[src/rtl/sap_pkg.sv]
// -----------------------------------------------------------------------------
// sap_pkg
// Shared definitions for the SAP 8-bit control unit: opcode values, T-state
// constants, control-word bit positions and the per-opcode last-step table.
// No ports; imported by control_decode and control_sequencer.
// -----------------------------------------------------------------------------
package sap_pkg;

   localparam int OPCODE_W = 4;
   localparam int STEP_W   = 3;

   // Opcodes (upper nibble of IR)
   localparam logic [OPCODE_W-1:0] OP_NOP = 4'h0;
   localparam logic [OPCODE_W-1:0] OP_LDA = 4'h1;
   localparam logic [OPCODE_W-1:0] OP_ADD = 4'h2;
   localparam logic [OPCODE_W-1:0] OP_SUB = 4'h3;
   localparam logic [OPCODE_W-1:0] OP_STA = 4'h4;
   localparam logic [OPCODE_W-1:0] OP_LDI = 4'h5;
   localparam logic [OPCODE_W-1:0] OP_JMP = 4'h6;
   localparam logic [OPCODE_W-1:0] OP_JC  = 4'h7;
   localparam logic [OPCODE_W-1:0] OP_JZ  = 4'h8;
   localparam logic [OPCODE_W-1:0] OP_INC = 4'h9;
   localparam logic [OPCODE_W-1:0] OP_DEC = 4'hA;
   localparam logic [OPCODE_W-1:0] OP_OUT = 4'hE;
   localparam logic [OPCODE_W-1:0] OP_HLT = 4'hF;

   // T-states
   localparam logic [STEP_W-1:0] T0 = 3'd0;
   localparam logic [STEP_W-1:0] T1 = 3'd1;
   localparam logic [STEP_W-1:0] T2 = 3'd2;
   localparam logic [STEP_W-1:0] T3 = 3'd3;
   localparam logic [STEP_W-1:0] T4 = 3'd4;

   // Control-word bit indices
   localparam int CW_PC_OUT     = 0;
   localparam int CW_PC_INC     = 1;
   localparam int CW_PC_LOAD    = 2;
   localparam int CW_MAR_LOAD   = 3;
   localparam int CW_RAM_OUT    = 4;
   localparam int CW_RAM_LOAD   = 5;
   localparam int CW_IR_LOAD    = 6;
   localparam int CW_IR_OUT     = 7;
   localparam int CW_A_LOAD     = 8;
   localparam int CW_A_OUT      = 9;
   localparam int CW_B_LOAD     = 10;
   localparam int CW_ALU_ENABLE = 11;
   localparam int CW_SUB        = 12;
   localparam int CW_INC_A      = 13;
   localparam int CW_DEC_A      = 14;
   localparam int CW_FLAGS_LOAD = 15;
   localparam int CW_OUT_LOAD   = 16;
   localparam int CW_W          = 17;

   typedef logic [CW_W-1:0] ctrl_word_t;

   // Final T-state of each instruction; undefined opcodes run as NOP.
   function automatic logic [STEP_W-1:0] last_step_of(input logic [OPCODE_W-1:0] op);
      logic [STEP_W-1:0] ls;
      case (op)
         OP_LDA, OP_STA: ls = T3;
         OP_ADD, OP_SUB: ls = T4;
         default:        ls = T2;
      endcase
      return ls;
   endfunction

endpackage

[src/rtl/control_decode.sv]
// -----------------------------------------------------------------------------
// control_decode
// Purely combinational microcode decode: maps (step, opcode, flags, halted) to
// the SAP control word and reports the instruction's final T-state.
// Ports:
//   step       in   current T-state
//   opcode     in   IR[7:4], only consulted from T2 onward
//   c_flag     in   registered carry (JC)
//   z_flag     in   registered zero (JZ)
//   halted     in   sticky halt; forces an all-zero control word
//   cw         out  control word, bit positions from sap_pkg
//   last_step  out  final T-state of the current opcode
// -----------------------------------------------------------------------------
module control_decode
   import sap_pkg::*;
(
   input  logic [STEP_W-1:0]   step,
   input  logic [OPCODE_W-1:0] opcode,
   input  logic                c_flag,
   input  logic                z_flag,
   input  logic                halted,
   output ctrl_word_t          cw,
   output logic [STEP_W-1:0]   last_step
);

   always_comb begin
      cw        = '0;
      last_step = last_step_of(opcode);
      if (!halted) begin
         case (step)
            T0: begin
               cw[CW_PC_OUT]   = 1'b1;
               cw[CW_MAR_LOAD] = 1'b1;
            end
            T1: begin
               cw[CW_RAM_OUT] = 1'b1;
               cw[CW_IR_LOAD] = 1'b1;
               cw[CW_PC_INC]  = 1'b1;
            end
            T2: begin
               case (opcode)
                  OP_LDA, OP_ADD, OP_SUB, OP_STA: begin
                     cw[CW_IR_OUT]   = 1'b1;
                     cw[CW_MAR_LOAD] = 1'b1;
                  end
                  OP_LDI: begin
                     cw[CW_IR_OUT] = 1'b1;
                     cw[CW_A_LOAD] = 1'b1;
                  end
                  OP_JMP: begin
                     cw[CW_IR_OUT]  = 1'b1;
                     cw[CW_PC_LOAD] = 1'b1;
                  end
                  // Conditional jumps still drive the operand; only the load is gated.
                  OP_JC: begin
                     cw[CW_IR_OUT]  = 1'b1;
                     cw[CW_PC_LOAD] = c_flag;
                  end
                  OP_JZ: begin
                     cw[CW_IR_OUT]  = 1'b1;
                     cw[CW_PC_LOAD] = z_flag;
                  end
                  OP_INC: begin
                     cw[CW_INC_A]      = 1'b1;
                     cw[CW_ALU_ENABLE] = 1'b1;
                     cw[CW_A_LOAD]     = 1'b1;
                     cw[CW_FLAGS_LOAD] = 1'b1;
                  end
                  OP_DEC: begin
                     cw[CW_DEC_A]      = 1'b1;
                     cw[CW_ALU_ENABLE] = 1'b1;
                     cw[CW_A_LOAD]     = 1'b1;
                     cw[CW_FLAGS_LOAD] = 1'b1;
                  end
                  OP_OUT: begin
                     cw[CW_A_OUT]    = 1'b1;
                     cw[CW_OUT_LOAD] = 1'b1;
                  end
                  default: ;
               endcase
            end
            T3: begin
               case (opcode)
                  OP_LDA: begin
                     cw[CW_RAM_OUT] = 1'b1;
                     cw[CW_A_LOAD]  = 1'b1;
                  end
                  OP_ADD, OP_SUB: begin
                     cw[CW_RAM_OUT] = 1'b1;
                     cw[CW_B_LOAD]  = 1'b1;
                  end
                  OP_STA: begin
                     cw[CW_A_OUT]    = 1'b1;
                     cw[CW_RAM_LOAD] = 1'b1;
                  end
                  default: ;
               endcase
            end
            T4: begin
               if (opcode == OP_ADD || opcode == OP_SUB) begin
                  cw[CW_ALU_ENABLE] = 1'b1;
                  cw[CW_A_LOAD]     = 1'b1;
                  cw[CW_FLAGS_LOAD] = 1'b1;
                  cw[CW_SUB]        = (opcode == OP_SUB);
               end
            end
            default: ;
         endcase
      end
   end

endmodule

[src/rtl/control_sequencer.sv]
// -----------------------------------------------------------------------------
// control_sequencer
// Microcoded control unit for the SAP 8-bit processor. Holds the T-state
// counter and the sticky halt flag, and fans the decoded control word out to
// the ALU and bus agents.
// Ports:
//   clk, rst_n                        clock (rising edge), async active-low reset
//   opcode                            IR[7:4], valid from T2
//   c_flag, z_flag                    registered ALU flags
//   pc_out, pc_inc, pc_load           program counter strobes
//   mar_load                          MAR load
//   ram_out, ram_load                 RAM drive / write
//   ir_load, ir_out                   IR load / operand drive
//   a_load, a_out, b_load             A and B register strobes
//   alu_enable, sub, inc_a, dec_a     ALU controls
//   flags_load                        flags register capture
//   out_load                          output register load
//   halt                              sticky halted status
//   step                              current T-state (debug)
// -----------------------------------------------------------------------------
module control_sequencer
   import sap_pkg::*;
#(
   parameter int OPCODE_W  = 4,
   parameter int NUM_STEPS = 5
) (
   input  logic                clk,
   input  logic                rst_n,
   input  logic [OPCODE_W-1:0] opcode,
   input  logic                c_flag,
   input  logic                z_flag,
   output logic                pc_out,
   output logic                pc_inc,
   output logic                pc_load,
   output logic                mar_load,
   output logic                ram_out,
   output logic                ram_load,
   output logic                ir_load,
   output logic                ir_out,
   output logic                a_load,
   output logic                a_out,
   output logic                b_load,
   output logic                alu_enable,
   output logic                sub,
   output logic                inc_a,
   output logic                dec_a,
   output logic                flags_load,
   output logic                out_load,
   output logic                halt,
   output logic [2:0]          step
);

   localparam logic [STEP_W-1:0] MAX_STEP = STEP_W'(NUM_STEPS - 1);

   logic [STEP_W-1:0] step_q;
   logic              halted_q;
   ctrl_word_t        cw;
   logic [STEP_W-1:0] last_step;

   control_decode u_decode (
      .step      (step_q),
      .opcode    (opcode),
      .c_flag    (c_flag),
      .z_flag    (z_flag),
      .halted    (halted_q),
      .cw        (cw),
      .last_step (last_step)
   );

   // HLT parks the counter at T2; the MAX_STEP bound keeps step in 0..4 even
   // if the last-step table were ever widened.
   always_ff @(posedge clk or negedge rst_n) begin
      if (!rst_n) begin
         step_q   <= T0;
         halted_q <= 1'b0;
      end else if (!halted_q) begin
         if (step_q == T2 && opcode == OP_HLT) begin
            halted_q <= 1'b1;
         end else if (step_q >= last_step || step_q >= MAX_STEP) begin
            step_q <= T0;
         end else begin
            step_q <= step_q + 3'd1;
         end
      end
   end

   assign pc_out     = cw[CW_PC_OUT];
   assign pc_inc     = cw[CW_PC_INC];
   assign pc_load    = cw[CW_PC_LOAD];
   assign mar_load   = cw[CW_MAR_LOAD];
   assign ram_out    = cw[CW_RAM_OUT];
   assign ram_load   = cw[CW_RAM_LOAD];
   assign ir_load    = cw[CW_IR_LOAD];
   assign ir_out     = cw[CW_IR_OUT];
   assign a_load     = cw[CW_A_LOAD];
   assign a_out      = cw[CW_A_OUT];
   assign b_load     = cw[CW_B_LOAD];
   assign alu_enable = cw[CW_ALU_ENABLE];
   assign sub        = cw[CW_SUB];
   assign inc_a      = cw[CW_INC_A];
   assign dec_a      = cw[CW_DEC_A];
   assign flags_load = cw[CW_FLAGS_LOAD];
   assign out_load   = cw[CW_OUT_LOAD];
   assign halt       = halted_q;
   assign step       = step_q;

endmodule

[config.mk]
export PLATFORM = sky130hd
export DESIGN_NAME = control_sequencer
export DESIGN_NICKNAME = d
export VERILOG_FILES = /design/src/rtl/sap_pkg.sv /design/src/rtl/control_decode.sv /design/src/rtl/control_sequencer.sv
export SDC_FILE = /design/constraint.sdc
export NUM_CORES = 1
export LEC_CHECK = 0
export ABC_AREA = 1
export CAP_MARGIN = 20
export CELL_PAD_IN_SITES_DETAIL_PLACEMENT = 1
export CELL_PAD_IN_SITES_GLOBAL_PLACEMENT = 1
export CORE_MARGIN = 4
export CORE_UTILIZATION = 28
export CTS_CLUSTER_DIAMETER = 120
export CTS_CLUSTER_SIZE = 14
export DETAILED_ROUTE_END_ITERATION = 10
export PLACE_DENSITY = 0.94
export SLEW_MARGIN = 20
export SYNTH_ARGS = -nofsm -noshare
export SYNTH_HDL_FRONTEND = slang
export SYNTH_HIERARCHICAL = 1
export SYNTH_SLANG_ARGS = --single-unit
[constraint.sdc]
create_clock -name clk -period 1.78 [get_ports clk]
set_input_delay 0.267 -clock clk [delete_from_list [all_inputs] [get_ports clk]]
set_output_delay 0.267 -clock clk [all_outputs]
set_load 0.01 [all_outputs]
==> summary.txt <==
Power
  • Pwr Density: 260 nW/um^2
  • NetSw: 79.4 uW
  • Sw frac: 28.0%
  • Post-route total power: 284 uW
  • Internal power: 204 uW
  • Flop pwr share: 32.2%
  • Pleak: 0.000555 uW
  • Peak VDD IR: 0.225 mV
  • Gate power share: 28.6%
  • Clock Power Share: 39.2%

GRT
  • GRT busiest layer: met2
  • Total global routing overflow: 0
  • Global-route wire length before repair: 4260 um
  • Initial antenna violation count: 0
  • Total GRT Usage: 17.0%
  • Met1 global-route usage: 14.5%
  • Vias in the first global route: 992
  • Grt met3 use: 4.43%
  • Met2 usage: 35.8%
  • Largest net degree at the start of global routing: 10

Synth
  • Most frequent cells after synthesis: nand2_1 (25), nor2_1 (21), inv_1 (12)
  • Post-Syn Area: 633 um^2
  • Post-synthesis register bit count: 4
  • Synthesized instance count: 109
  • Dominant cell type by area after synthesis: dfrtp_1
  • Warnings from Yosys: 6
  • Syn_area_per_cell: 5.81 um^2
  • Number of flops mapped to enable cells by yosys: 0
  • Unique cell type count in the Yosys netlist: 24
  • Seq/Total Area, Yosys: 15.8%
  • Net Count, Synth: 122
  • Area fraction of the dominant cell type after synthesis: 15.8%
  • Fraction of registers with async set/reset: 100%
  • Count leader, synth: nand2_1
  • Top FF cell, synth: dfrtp_1
  • Area contributors post-synth: dfrtp_1 (16%), nand2_1 (15%), nor2_1 (12%)

Clocking
  • Worst skew pair latency: 0.23 ns
  • Clock Tree Root: clkbuf_4
  • CTS Buf Count: 3
  • Clock H-tree levels: 1
  • CTS clk-pin slew, worst paths: 0.04 ns
  • CTS max path bufs: 2
  • Hold buffer count at cts: 0
  • Clk sinks: 4
  • CTS tree: yes

Floorplan
  • Die Y: 55.6 um
  • Core box area: 2060 um^2
  • Top-Level Pins: 29
  • Num rows: 16
  • Die width: 55.6 um
  • Initial Utilization: 30.7%
  • Die ar.: 3090 um^2

Worst setup path
  • Worst Path Required: 1.51 ns
  • Worst Setup SP: step[2]
  • R2r setup slk: 0.33 ns
  • End point of the critical path: a_load
  • Worst path slowest cell: dfrtp_1
  • Crit path max fanout: 6
  • CP Data Arrival Time: 1.49 ns
  • Worst R2R Start: step[1]
  • Setup crit start kind: flip-flop
  • Worst r2r path cells: 7
  • Worst R2R End: step[1]
  • Crit path kind: flip-flop to primary output
  • Crit path capture type: primary output
  • Critical path cell sequence: buf_4 > nand2_1 > nor2_2 > nor2_1 > a21oi_1 > clkdlybuf4s15_2
  • Critical Path Max Stage Delay: 0.41 ns

Cells and area
  • Antenna Diode Count: 0
  • Share of layout cells above drive strength 1: 35.8%
  • Post-layout util: 52.9%
  • Fin nets: 174
  • Area Growth Syn to Fin: 72.1%

Timing
  • Relative slew slack: 84.4%
  • Hold WS: 0.236 ns
  • Fin crit period: 1.76 ns
  • RSZ-0062 raised after global routing: true
  • Clock Skew: 0.00311 ns
  • Final slew viol count: 0
  • Setup slack after layout: 0.0197 ns
  • Worst Max-Slew Pin Slew: 0.232 ns
  • Final worst path period share: 98.9%
  • Final hold vios: 0
  • Final setup viols: 0
  • Fmax: 568 MHz

Job
  • Max-Cap Viols: 0

Drt
  • DRC: 0
  • Wire length per cell: 13.7 um
  • WL final: 2550 um
  • Via/cell ratio: 4.81
  • Vias: 895
  • ANT nets after route: 0
  • Drt first pass iters: 4
  • Iteration-0 DRC count of the detailed router: 9

Placed design
  • Pre-CTS setup slack: -0.598 ns
  • Buffers on Ports: 28
  • Routability congestion estimate: 0.835
  • Post-DP HPWL: 2120 um

Outcome
  • Status: completed

Hold path
  • HP Class: input port to async pin
-- power by group through the flow --
stage,sequential [uW],combinational [uW],clock (uW)
2_1_floorplan,92.6,29.4,0
3_3_place_gp,92.6,76.4,0
3_5_place_dp,92.6,80.7,0
4_1_cts,91.5,79.7,116
5_1_grt,91.4,88.8,121
6_report,91.5,81.1,111
-- cell usage in the layout (no fill, tap or decap), drive strengths merged --
master | synthesis | final
nor4 | 1 | 1
clkinv | 1 | 1
inv | 17 | 17
dfrtp | 4 | 4
buf | 3 | 25
nor2 | 25 | 25
clkbuf | 0 | 8
nand4 | 2 | 2
nand3b | 1 | 1
ha | 5 | 5
or2 | 1 | 1
nand2 | 27 | 27
clkdlybuf4s15 | 0 | 6
nand3 | 9 | 9
a21oi | 5 | 5
dlygate4sd2 | 0 | 7
clkdlybuf4s50 | 0 | 7
o21ai | 5 | 5
nor3 | 3 | 3
-- through the flow --
stage / instance area [um^2] / TNS [ns] / std cells
3_5_place_dp: 1080 / -8.52 / 182
6_report: 1090 / 0 / 186
2_1_floorplan: 633 / 0 / 109
4_1_cts: 1090 / -0.00943 / 185
5_1_grt: 1090 / -0.151 / 186
3_3_place_gp: 1080 / -7.33 / 182
-- logic make-up (layout without fill, tap and decap cells) --
kind of cell / after synthesis / count (layout) / share of synthesized area [%]
DFF: 4 / 4 / 15.8
buffers and inverters: 21 / 71 / 14.8
AOI/OAI and AO/OA: 10 / 10 / 8.50
and+or+nand+nor: 69 / 69 / 51.0
adders and majority gates: 5 / 5 / 9.88
-- what timing repair did --
item                       4_1_cts  5_1_grt
setup endpoints to repair       20       16
pin swaps                        2        1
hold endpoints to repair         0        0
gates resized for setup         43       16
buffers inserted                 0        1
-- worst max-delay path: cells and delay by family (launching register included) --
family          cells  cell delay (ns)
compound gates      1             0.15
simple gates        3             0.29
flops               1             0.41
buf+inv             2             0.42
-- metal layers --
| metal | part of all wire, % | vias up |
|---|---|---|
| met2 | 58 | 24 |
| met5 | 0 | - |
| met1 | 38 | 424 |
| met4 | 0.47 | 0 |
| met3 | 4.0 | 2 |
| li1 | - | 445 |
-- worst min path at each step --
stage                     endpoint  slack [ns]  depth (start not counted)
after floorplan               halt       -0.03                          0
after global placement     step[2]        0.48                          1
after detailed placement      halt        0.49                          1
after CTS                  step[1]        0.24                          1
after global routing          halt        0.24                          1
final                         halt        0.24                          1
-- state kept, by name, summed over array words and instances, names as in the netlist --
register  count
step          3
halt          1
-- layout make-up --
class / count / area (um^2)
clock buffers: 3 / 22.5
fillers: 296 / 972
inverters: 18 / 67.6
multi-input cells: 84 / 464
flip-flops and latches: 4 / 101
well taps: 27 / 33.8
repair buffers: 50 / 400
Power figures use the tool's default switching activity.
